===== config.mk =====
export PLATFORM = sky130hd
export DESIGN_NAME = muldiv_ctrl
export DESIGN_NICKNAME = d
export VERILOG_FILES = /design/src/rtl/muldiv_ctrl.sv
export SDC_FILE = /design/constraint.sdc
export NUM_CORES = 1
export LEC_CHECK = 0
export ABC_AREA = 0
export CAP_MARGIN = 20
export CORE_UTILIZATION = 40
export DETAILED_ROUTE_END_ITERATION = 8
export HOLD_SLACK_MARGIN = 0.12
export SYNTH_ARGS = -nofsm -noshare
export SYNTH_HDL_FRONTEND = slang
export SYNTH_SLANG_ARGS = --single-unit

===== constraint.sdc =====
create_clock -name m_i_clk -period 21 [get_ports m_i_clk]
set_input_delay 3.15 -clock m_i_clk [delete_from_list [all_inputs] [get_ports m_i_clk]]
set_output_delay 3.15 -clock m_i_clk [all_outputs]
set_load 0.02 [all_outputs]

===== src/rtl/muldiv_ctrl.sv =====
// muldiv_ctrl: multi-cycle MULT/MULTU/DIV/DIVU sequencer that owns HI/LO.
// A radix-2 shift-add multiplier and a restoring divider share one pair of
// accumulator registers; both work on operand magnitudes and a final FIX
// state applies sign correction before the result is committed to HI/LO.
// MTHI/MTLO write HI/LO directly from IDLE without stalling the pipeline.

module muldiv_ctrl #(
    parameter int DWIDTH = 32,
    parameter int CWIDTH = 6
) (
    input  logic              m_i_clk,
    input  logic              m_i_rst,
    input  logic              m_i_start,
    input  logic [2:0]        m_i_op,
    input  logic [DWIDTH-1:0] m_i_data_rs,
    input  logic [DWIDTH-1:0] m_i_data_rt,
    input  logic              m_i_flush,
    output logic              m_o_busy,
    output logic              m_o_done,
    output logic              m_o_div_zero,
    output logic [DWIDTH-1:0] m_o_hi,
    output logic [DWIDTH-1:0] m_o_lo
);

    typedef enum logic [1:0] {
        IDLE = 2'd0,
        CALC = 2'd1,
        FIX  = 2'd2
    } state_t;

    localparam logic [2:0] OP_MULT  = 3'd0;
    localparam logic [2:0] OP_MULTU = 3'd1;
    localparam logic [2:0] OP_DIV   = 3'd2;
    localparam logic [2:0] OP_DIVU  = 3'd3;
    localparam logic [2:0] OP_MTHI  = 3'd4;
    localparam logic [2:0] OP_MTLO  = 3'd5;

    localparam logic [CWIDTH-1:0] ITERATIONS = CWIDTH'(DWIDTH);
    localparam logic [CWIDTH-1:0] LAST_ITER  = CWIDTH'(1);

    // Control state
    state_t              state_q, state_d;
    logic [CWIDTH-1:0]   count_q, count_d;

    // Iteration datapath: opa holds multiplicand or divisor magnitude,
    // acc_hi/acc_lo hold the running product or remainder/quotient.
    logic [DWIDTH-1:0]   opa_q, opa_d;
    logic [DWIDTH-1:0]   acc_hi_q, acc_hi_d;
    logic [DWIDTH-1:0]   acc_lo_q, acc_lo_d;
    logic [DWIDTH-1:0]   rs_raw_q, rs_raw_d;
    logic                is_div_q, is_div_d;
    logic                neg_res_q, neg_res_d;
    logic                neg_rem_q, neg_rem_d;
    logic                dzero_q, dzero_d;

    // Architectural registers and registered status outputs
    logic [DWIDTH-1:0]   hi_q, hi_d;
    logic [DWIDTH-1:0]   lo_q, lo_d;
    logic                busy_q, busy_d;
    logic                done_q, done_d;
    logic                dz_out_q, dz_out_d;

    // Decode helpers
    logic                issue;
    logic                is_signed_op;
    logic                rs_neg;
    logic                rt_neg;
    logic [DWIDTH-1:0]   rs_mag;
    logic [DWIDTH-1:0]   rt_mag;

    // Per-iteration and fix-up arithmetic
    logic [DWIDTH:0]     mul_sum;
    logic [DWIDTH:0]     div_shift;
    logic                div_ge;
    logic [DWIDTH-1:0]   div_sub;
    logic [2*DWIDTH-1:0] prod_raw;
    logic [2*DWIDTH-1:0] prod_fix;
    logic [DWIDTH-1:0]   quo_fix;
    logic [DWIDTH-1:0]   rem_fix;

    assign m_o_busy     = busy_q;
    assign m_o_done     = done_q;
    assign m_o_div_zero = dz_out_q;
    assign m_o_hi       = hi_q;
    assign m_o_lo       = lo_q;

    // State register for the sequencer FSM
    always_ff @(posedge m_i_clk or posedge m_i_rst) begin
        if (m_i_rst) begin
            state_q <= IDLE;
        end else begin
            state_q <= state_d;
        end
    end

    // Next-state logic: flush always wins, and a start is only taken in IDLE
    always_comb begin
        state_d = state_q;
        unique case (state_q)
            IDLE: begin
                if (m_i_start && !m_i_flush && !m_i_op[2]) begin
                    state_d = CALC;
                end
            end
            CALC: begin
                if (m_i_flush) begin
                    state_d = IDLE;
                end else if (count_q == LAST_ITER) begin
                    state_d = FIX;
                end
            end
            FIX: begin
                state_d = IDLE;
            end
            default: begin
                state_d = IDLE;
            end
        endcase
    end

    // Output logic: busy follows the upcoming state, done/div_zero mark a commit
    always_comb begin
        busy_d   = (state_d == CALC) || (state_d == FIX);
        done_d   = (state_q == FIX) && !m_i_flush;
        dz_out_d = (state_q == FIX) && !m_i_flush && dzero_q;
    end

    // Operand decode: magnitudes for signed ops, raw values for unsigned ops
    always_comb begin
        issue        = (state_q == IDLE) && m_i_start && !m_i_flush;
        is_signed_op = !m_i_op[0];
        rs_neg       = is_signed_op && m_i_data_rs[DWIDTH-1];
        rt_neg       = is_signed_op && m_i_data_rt[DWIDTH-1];
        rs_mag       = rs_neg ? (~m_i_data_rs + 1'b1) : m_i_data_rs;
        rt_mag       = rt_neg ? (~m_i_data_rt + 1'b1) : m_i_data_rt;
    end

    // Iteration step and sign fix-up arithmetic for both multiply and divide
    always_comb begin
        mul_sum   = {1'b0, acc_hi_q} + (acc_lo_q[0] ? {1'b0, opa_q} : '0);
        div_shift = {acc_hi_q, acc_lo_q[DWIDTH-1]};
        div_ge    = (div_shift >= {1'b0, opa_q});
        div_sub   = div_shift[DWIDTH-1:0] - opa_q;
        prod_raw  = {acc_hi_q, acc_lo_q};
        prod_fix  = neg_res_q ? (~prod_raw + 1'b1) : prod_raw;
        quo_fix   = neg_res_q ? (~acc_lo_q + 1'b1) : acc_lo_q;
        rem_fix   = neg_rem_q ? (~acc_hi_q + 1'b1) : acc_hi_q;
    end

    // Datapath next-state: latch operands on issue, iterate in CALC, commit in FIX
    always_comb begin
        count_d   = count_q;
        opa_d     = opa_q;
        acc_hi_d  = acc_hi_q;
        acc_lo_d  = acc_lo_q;
        rs_raw_d  = rs_raw_q;
        is_div_d  = is_div_q;
        neg_res_d = neg_res_q;
        neg_rem_d = neg_rem_q;
        dzero_d   = dzero_q;
        hi_d      = hi_q;
        lo_d      = lo_q;

        unique case (state_q)
            IDLE: begin
                if (issue) begin
                    unique case (m_i_op)
                        OP_MULT, OP_MULTU: begin
                            count_d   = ITERATIONS;
                            is_div_d  = 1'b0;
                            opa_d     = rs_mag;
                            acc_hi_d  = '0;
                            acc_lo_d  = rt_mag;
                            rs_raw_d  = m_i_data_rs;
                            neg_res_d = rs_neg ^ rt_neg;
                            neg_rem_d = 1'b0;
                            dzero_d   = 1'b0;
                        end
                        OP_DIV, OP_DIVU: begin
                            count_d   = ITERATIONS;
                            is_div_d  = 1'b1;
                            opa_d     = rt_mag;
                            acc_hi_d  = '0;
                            acc_lo_d  = rs_mag;
                            rs_raw_d  = m_i_data_rs;
                            neg_res_d = rs_neg ^ rt_neg;
                            neg_rem_d = rs_neg;
                            dzero_d   = (m_i_data_rt == '0);
                        end
                        OP_MTHI: begin
                            hi_d = m_i_data_rs;
                        end
                        OP_MTLO: begin
                            lo_d = m_i_data_rs;
                        end
                        default: begin
                        end
                    endcase
                end
            end
            CALC: begin
                if (!m_i_flush) begin
                    count_d = count_q - 1'b1;
                    if (is_div_q) begin
                        if (div_ge) begin
                            acc_hi_d = div_sub;
                            acc_lo_d = {acc_lo_q[DWIDTH-2:0], 1'b1};
                        end else begin
                            acc_hi_d = div_shift[DWIDTH-1:0];
                            acc_lo_d = {acc_lo_q[DWIDTH-2:0], 1'b0};
                        end
                    end else begin
                        acc_hi_d = mul_sum[DWIDTH:1];
                        acc_lo_d = {mul_sum[0], acc_lo_q[DWIDTH-1:1]};
                    end
                end
            end
            FIX: begin
                if (!m_i_flush) begin
                    if (is_div_q) begin
                        if (dzero_q) begin
                            hi_d = rs_raw_q;
                            lo_d = '1;
                        end else begin
                            hi_d = rem_fix;
                            lo_d = quo_fix;
                        end
                    end else begin
                        hi_d = prod_fix[2*DWIDTH-1:DWIDTH];
                        lo_d = prod_fix[DWIDTH-1:0];
                    end
                end
            end
            default: begin
            end
        endcase
    end

    // Datapath, HI/LO and status flops, all cleared by the asynchronous reset
    always_ff @(posedge m_i_clk or posedge m_i_rst) begin
        if (m_i_rst) begin
            count_q   <= '0;
            opa_q     <= '0;
            acc_hi_q  <= '0;
            acc_lo_q  <= '0;
            rs_raw_q  <= '0;
            is_div_q  <= 1'b0;
            neg_res_q <= 1'b0;
            neg_rem_q <= 1'b0;
            dzero_q   <= 1'b0;
            hi_q      <= '0;
            lo_q      <= '0;
            busy_q    <= 1'b0;
            done_q    <= 1'b0;
            dz_out_q  <= 1'b0;
        end else begin
            count_q   <= count_d;
            opa_q     <= opa_d;
            acc_hi_q  <= acc_hi_d;
            acc_lo_q  <= acc_lo_d;
            rs_raw_q  <= rs_raw_d;
            is_div_q  <= is_div_d;
            neg_res_q <= neg_res_d;
            neg_rem_q <= neg_rem_d;
            dzero_q   <= dzero_d;
            hi_q      <= hi_d;
            lo_q      <= lo_d;
            busy_q    <= busy_d;
            done_q    <= done_d;
            dz_out_q  <= dz_out_d;
        end
    end

endmodule


==> results.txt <==
* Fraction of registers with async set or reset after synthesis: 100%
* Max Buffers Root-to-Sink: 3
* Vertical die dimension: 207 µm
* Root Buffer Master: sky130_fd_sc_hd__clkbuf_16
* YS warnings: 0
- Final routed wirelength across all metal layers: 65.9 mm
- sky130_fd_sc_hd__dfrtp_1 takes more of the synthesized area than any other cell.
- STA classifies the critical path endpoint as a flop.
* Ports placed on the boundary: 138
- The number of buffers and inverters on the critical path is 3.
- Largest voltage drop on the vdd net: 0.0000683 V
* Fmax: 0.170 GHz
- Routed Antenna Nets: 0
* Detail-routed net length per standard cell: 23.5 µm
* Worst path cell trace: clkdlybuf4s50_1 > nor2b_1 > nand3b_1 > o21ai_0 > nor2b_2 > buf_4 > nand2_1 > inv_1 > nand2_1 > a211oi_1 > nor4_1
* Die outline width: 207 µm
* Number of nets in the synthesized netlist: 2353
- Cell at the slowest stage of the critical path: sky130_fd_sc_hd__inv_1
- Data arrives at the worst endpoint at 6.32 ns.
* Number of post-CTS setup repair buffers: 0
- The synthesized design devotes to its leading area cell type 30.9% of total area.
* Main area contributors after synthesis: sky130_fd_sc_hd__dfrtp_1 (31%), sky130_fd_sc_hd__nand2_1 (7.3%), sky130_fd_sc_hd__o21ai_0 (6.9%), sky130_fd_sc_hd__xnor2_1 (5.8%), sky130_fd_sc_hd__a21oi_1 (5.3%)
- TritonCTS buffer count: 25
* Post-layout min period: 5.89 ns
- I/O Buffers: 137
- CTS built an H-tree with a depth of 1.
* Mapped Cells: 2210
- The number of global-route vias before repair came to 16200.
* Area growth, synth to finish: 15.8%
- Most frequent cell after synthesis: sky130_fd_sc_hd__nand2_1
* Cell type group with the largest total delay on the critical path: buffers and inverters
* Initial core utilization: 40.8%
- The die covers 42700 µm².
* Worst clock skew on the final layout: 0.0192 ns
- The cell that appears most often on the critical path is sky130_fd_sc_hd__nand2_1.
- In this design, the stage delay of the slowest critical-path cell is 0.57 ns.
* Initial antenna violation count: 0
* Final Core Density: 47.2%
- Rel. slew slack: 28.1%
* Area of the placeable core: 41100 µm²
* Worst skew pair latency: 0.57 ns
- After routing, the total negative slack on setup checks comes to 0 ns.
- In this run the worst path has a maximum fanout of 30.
- STA classifies the critical path startpoint as an input pin.
- The flow ran to the end, and the final reports show no timing, DRC or antenna violations.
* Final cycle utilization of the critical path: 28.0%
- Across the run, the number of max-cap violations was 0.
- Final setup violating endpoints: 0
- Post-layout nets: 2390
* Number of distinct library cell variants in the gate-level netlist after synthesis: 76
* Post-Syn Area: 16800 µm²
* Count of filler cells inserted in the layout: 4097
- The count of pins over their slew limit is 0.
- Yosys mapped a number of flops with a built-in enable equal to 0.
* Static leakage: 8.28 nW
- In the routed layout, each cell is associated on average with a via count of 6.15.
* CTS tree: yes
- Sequential element share of the synthesized area: 30.9%
* Synth cell count leaders: sky130_fd_sc_hd__nand2_1 (324), sky130_fd_sc_hd__o21ai_0 (230), sky130_fd_sc_hd__dfrtp_1 (207), sky130_fd_sc_hd__nor2_1 (205), sky130_fd_sc_hd__a21oi_1 (179)
- Estimated wirelength of the detail-placed design: 48.3 mm
- Mean post-synth cell area: 7.59 µm²
- Detailed routing inserted a total of 17200 vias.
- In the final layout, the share of cells above drive strength 1 is 4.46%.
* Total iterations of the first detailed-routing run: 9
- The number of antenna diodes in the final layout is 0.
* Tightest Hold Check Type: reg -> reg
- Clock-pin slew was measured on the worst setup and hold paths at 0.06 ns.
- By startpoint and endpoint, the worst setup path is classified as in -> reg.
- All-Layer GR Usage: 30.5%
- Final weighted congestion of routability-driven global placement: 0.923
- Power Dens Cells: 135 nW/µm²
* Measured slew at the worst slew-check pin: 1.08 ns
* Post-cts gate resize count: 0
- Required time worst endpoint: 21.44 ns
- Count of hold buffers inserted by post-cts repair: 0
* Residual DRC: 0
- The first global-routing pass estimated 98.9 mm of wire.
* Setup repair after global routing missed its margin: no
- Sum of internal, switching and leakage power: 2.63 mW
- Most used flip-flop cell after synthesis: sky130_fd_sc_hd__dfrtp_1
- For this run the aggregate overflow at the end of global routing stands at 0.
- Counting flops and latches in the post-synthesis netlist gives 207.
- The detailed router finished its first iteration with 1673 violations.
- Entering global routing, the biggest net connects 139 pins.
- Clock Sink Count: 207
* Endpoints failing hold: 0
- Cell row count: 74
==> per-stage QoR <==
stage	cell area (µm²)	instances	hold WS [ns]	setup slack [ns]
after floorplan	16800	2210	0.440	12.20
after global placement	18500	2751	0.458	14.61
after detailed placement	18500	2751	0.464	14.55
after CTS	19400	2797	0.481	15.14
after global routing	19400	2798	0.496	14.84
final	19400	2798	0.481	15.11
==> power breakdown <==
group	switching [mW]	total (mW)	internal, mW
Clock	0.195	0.506	0.311
Sequential	0.205	0.716	0.510
Combinational	0.839	1.41	0.567
==> cells by family after synthesis <==
family | count (synthesis) | synth area share, %
XOR/XNOR | 171 | 8.93
AND/OR/NAND/NOR | 772 | 20.7
buffers and inverters | 227 | 5.22
AO/OA/AOI/OAI | 709 | 25.6
flip-flops | 207 | 30.9
adder cells (fa/ha/maj) | 72 | 5.46
multiplexers | 52 | 3.13
==> registers in the layout (all words and copies together) (netlist names), 2 cells and up <==
register  flops
opa_q        32
m_o_hi       32
count_q       6
rs_raw_q     32
m_o_lo       32
acc_hi_q     32
state_q       2
acc_lo_q     32
==> cell type report <==
| cell class | instances | area (µm²) | share of cell area (%) |
|---|---|---|---|
| multi-input cells | 1776 | 10800 | 55.4 |
| flip-flops and latches | 207 | 5180 | 26.7 |
| repair buffers | 165 | 1600 | 8.25 |
| clock buffers | 33 | 706 | 3.63 |
| well taps | 532 | 666 | 3.43 |
| inverters | 72 | 278 | 1.43 |
| clock inverters | 13 | 233 | 1.20 |
==> metal layers <==
metal | track usage [%] | wire, µm | part of all wire [%]
met4 | 12.1 | 2930 | 4.5
met3 | 5.56 | 5200 | 7.9
met5 | 0 | 0 | 0
met2 | 48.6 | 29900 | 45
met1 | 40.6 | 27800 | 42
==> tightest hold or removal path, cell delays in order (launching register included) <==
cell and delay [ns]:
sky130_fd_sc_hd__dfrtp_1 0.34, sky130_fd_sc_hd__nand2_1 0.05, sky130_fd_sc_hd__nand2_1 0.06
==> placed cells by master, fill, tap and decap left out, types with 30 or more instances in the layout <==
cell	n
sky130_fd_sc_hd__a21o_1	31
sky130_fd_sc_hd__a21oi_1	179
sky130_fd_sc_hd__a22oi_1	30
sky130_fd_sc_hd__a31oi_1	40
sky130_fd_sc_hd__clkdlybuf4s50_1	137
sky130_fd_sc_hd__dfrtp_1	206
sky130_fd_sc_hd__ha_1	70
sky130_fd_sc_hd__inv_1	70
sky130_fd_sc_hd__mux2i_1	48
sky130_fd_sc_hd__nand2_1	324
sky130_fd_sc_hd__nand3_1	50
sky130_fd_sc_hd__nor2_1	204
sky130_fd_sc_hd__nor3_1	42
sky130_fd_sc_hd__o21ai_0	230
sky130_fd_sc_hd__o22ai_1	47
sky130_fd_sc_hd__xnor2_1	112
sky130_fd_sc_hd__xor2_1	59
==> worst paths after layout <==
path / cells after the start / start / slack, ns / to
min in group asynchronous: 2 / m_i_rst / 2.90 / opa_q[13]
worst min register to register: 2 / rs_raw_q[25] / 0.48 / rs_raw_q[25]
max in group asynchronous: 4 / m_i_rst / 16.21 / rs_raw_q[20]
worst min-delay path: 2 / rs_raw_q[25] / 0.48 / rs_raw_q[25]
worst max-delay path: 11 / m_i_start / 15.11 / m_o_hi[16]
worst max register to register: 14 / acc_lo_q[0] / 16.35 / acc_hi_q[29]
Power figures use the tool's default switching activity.
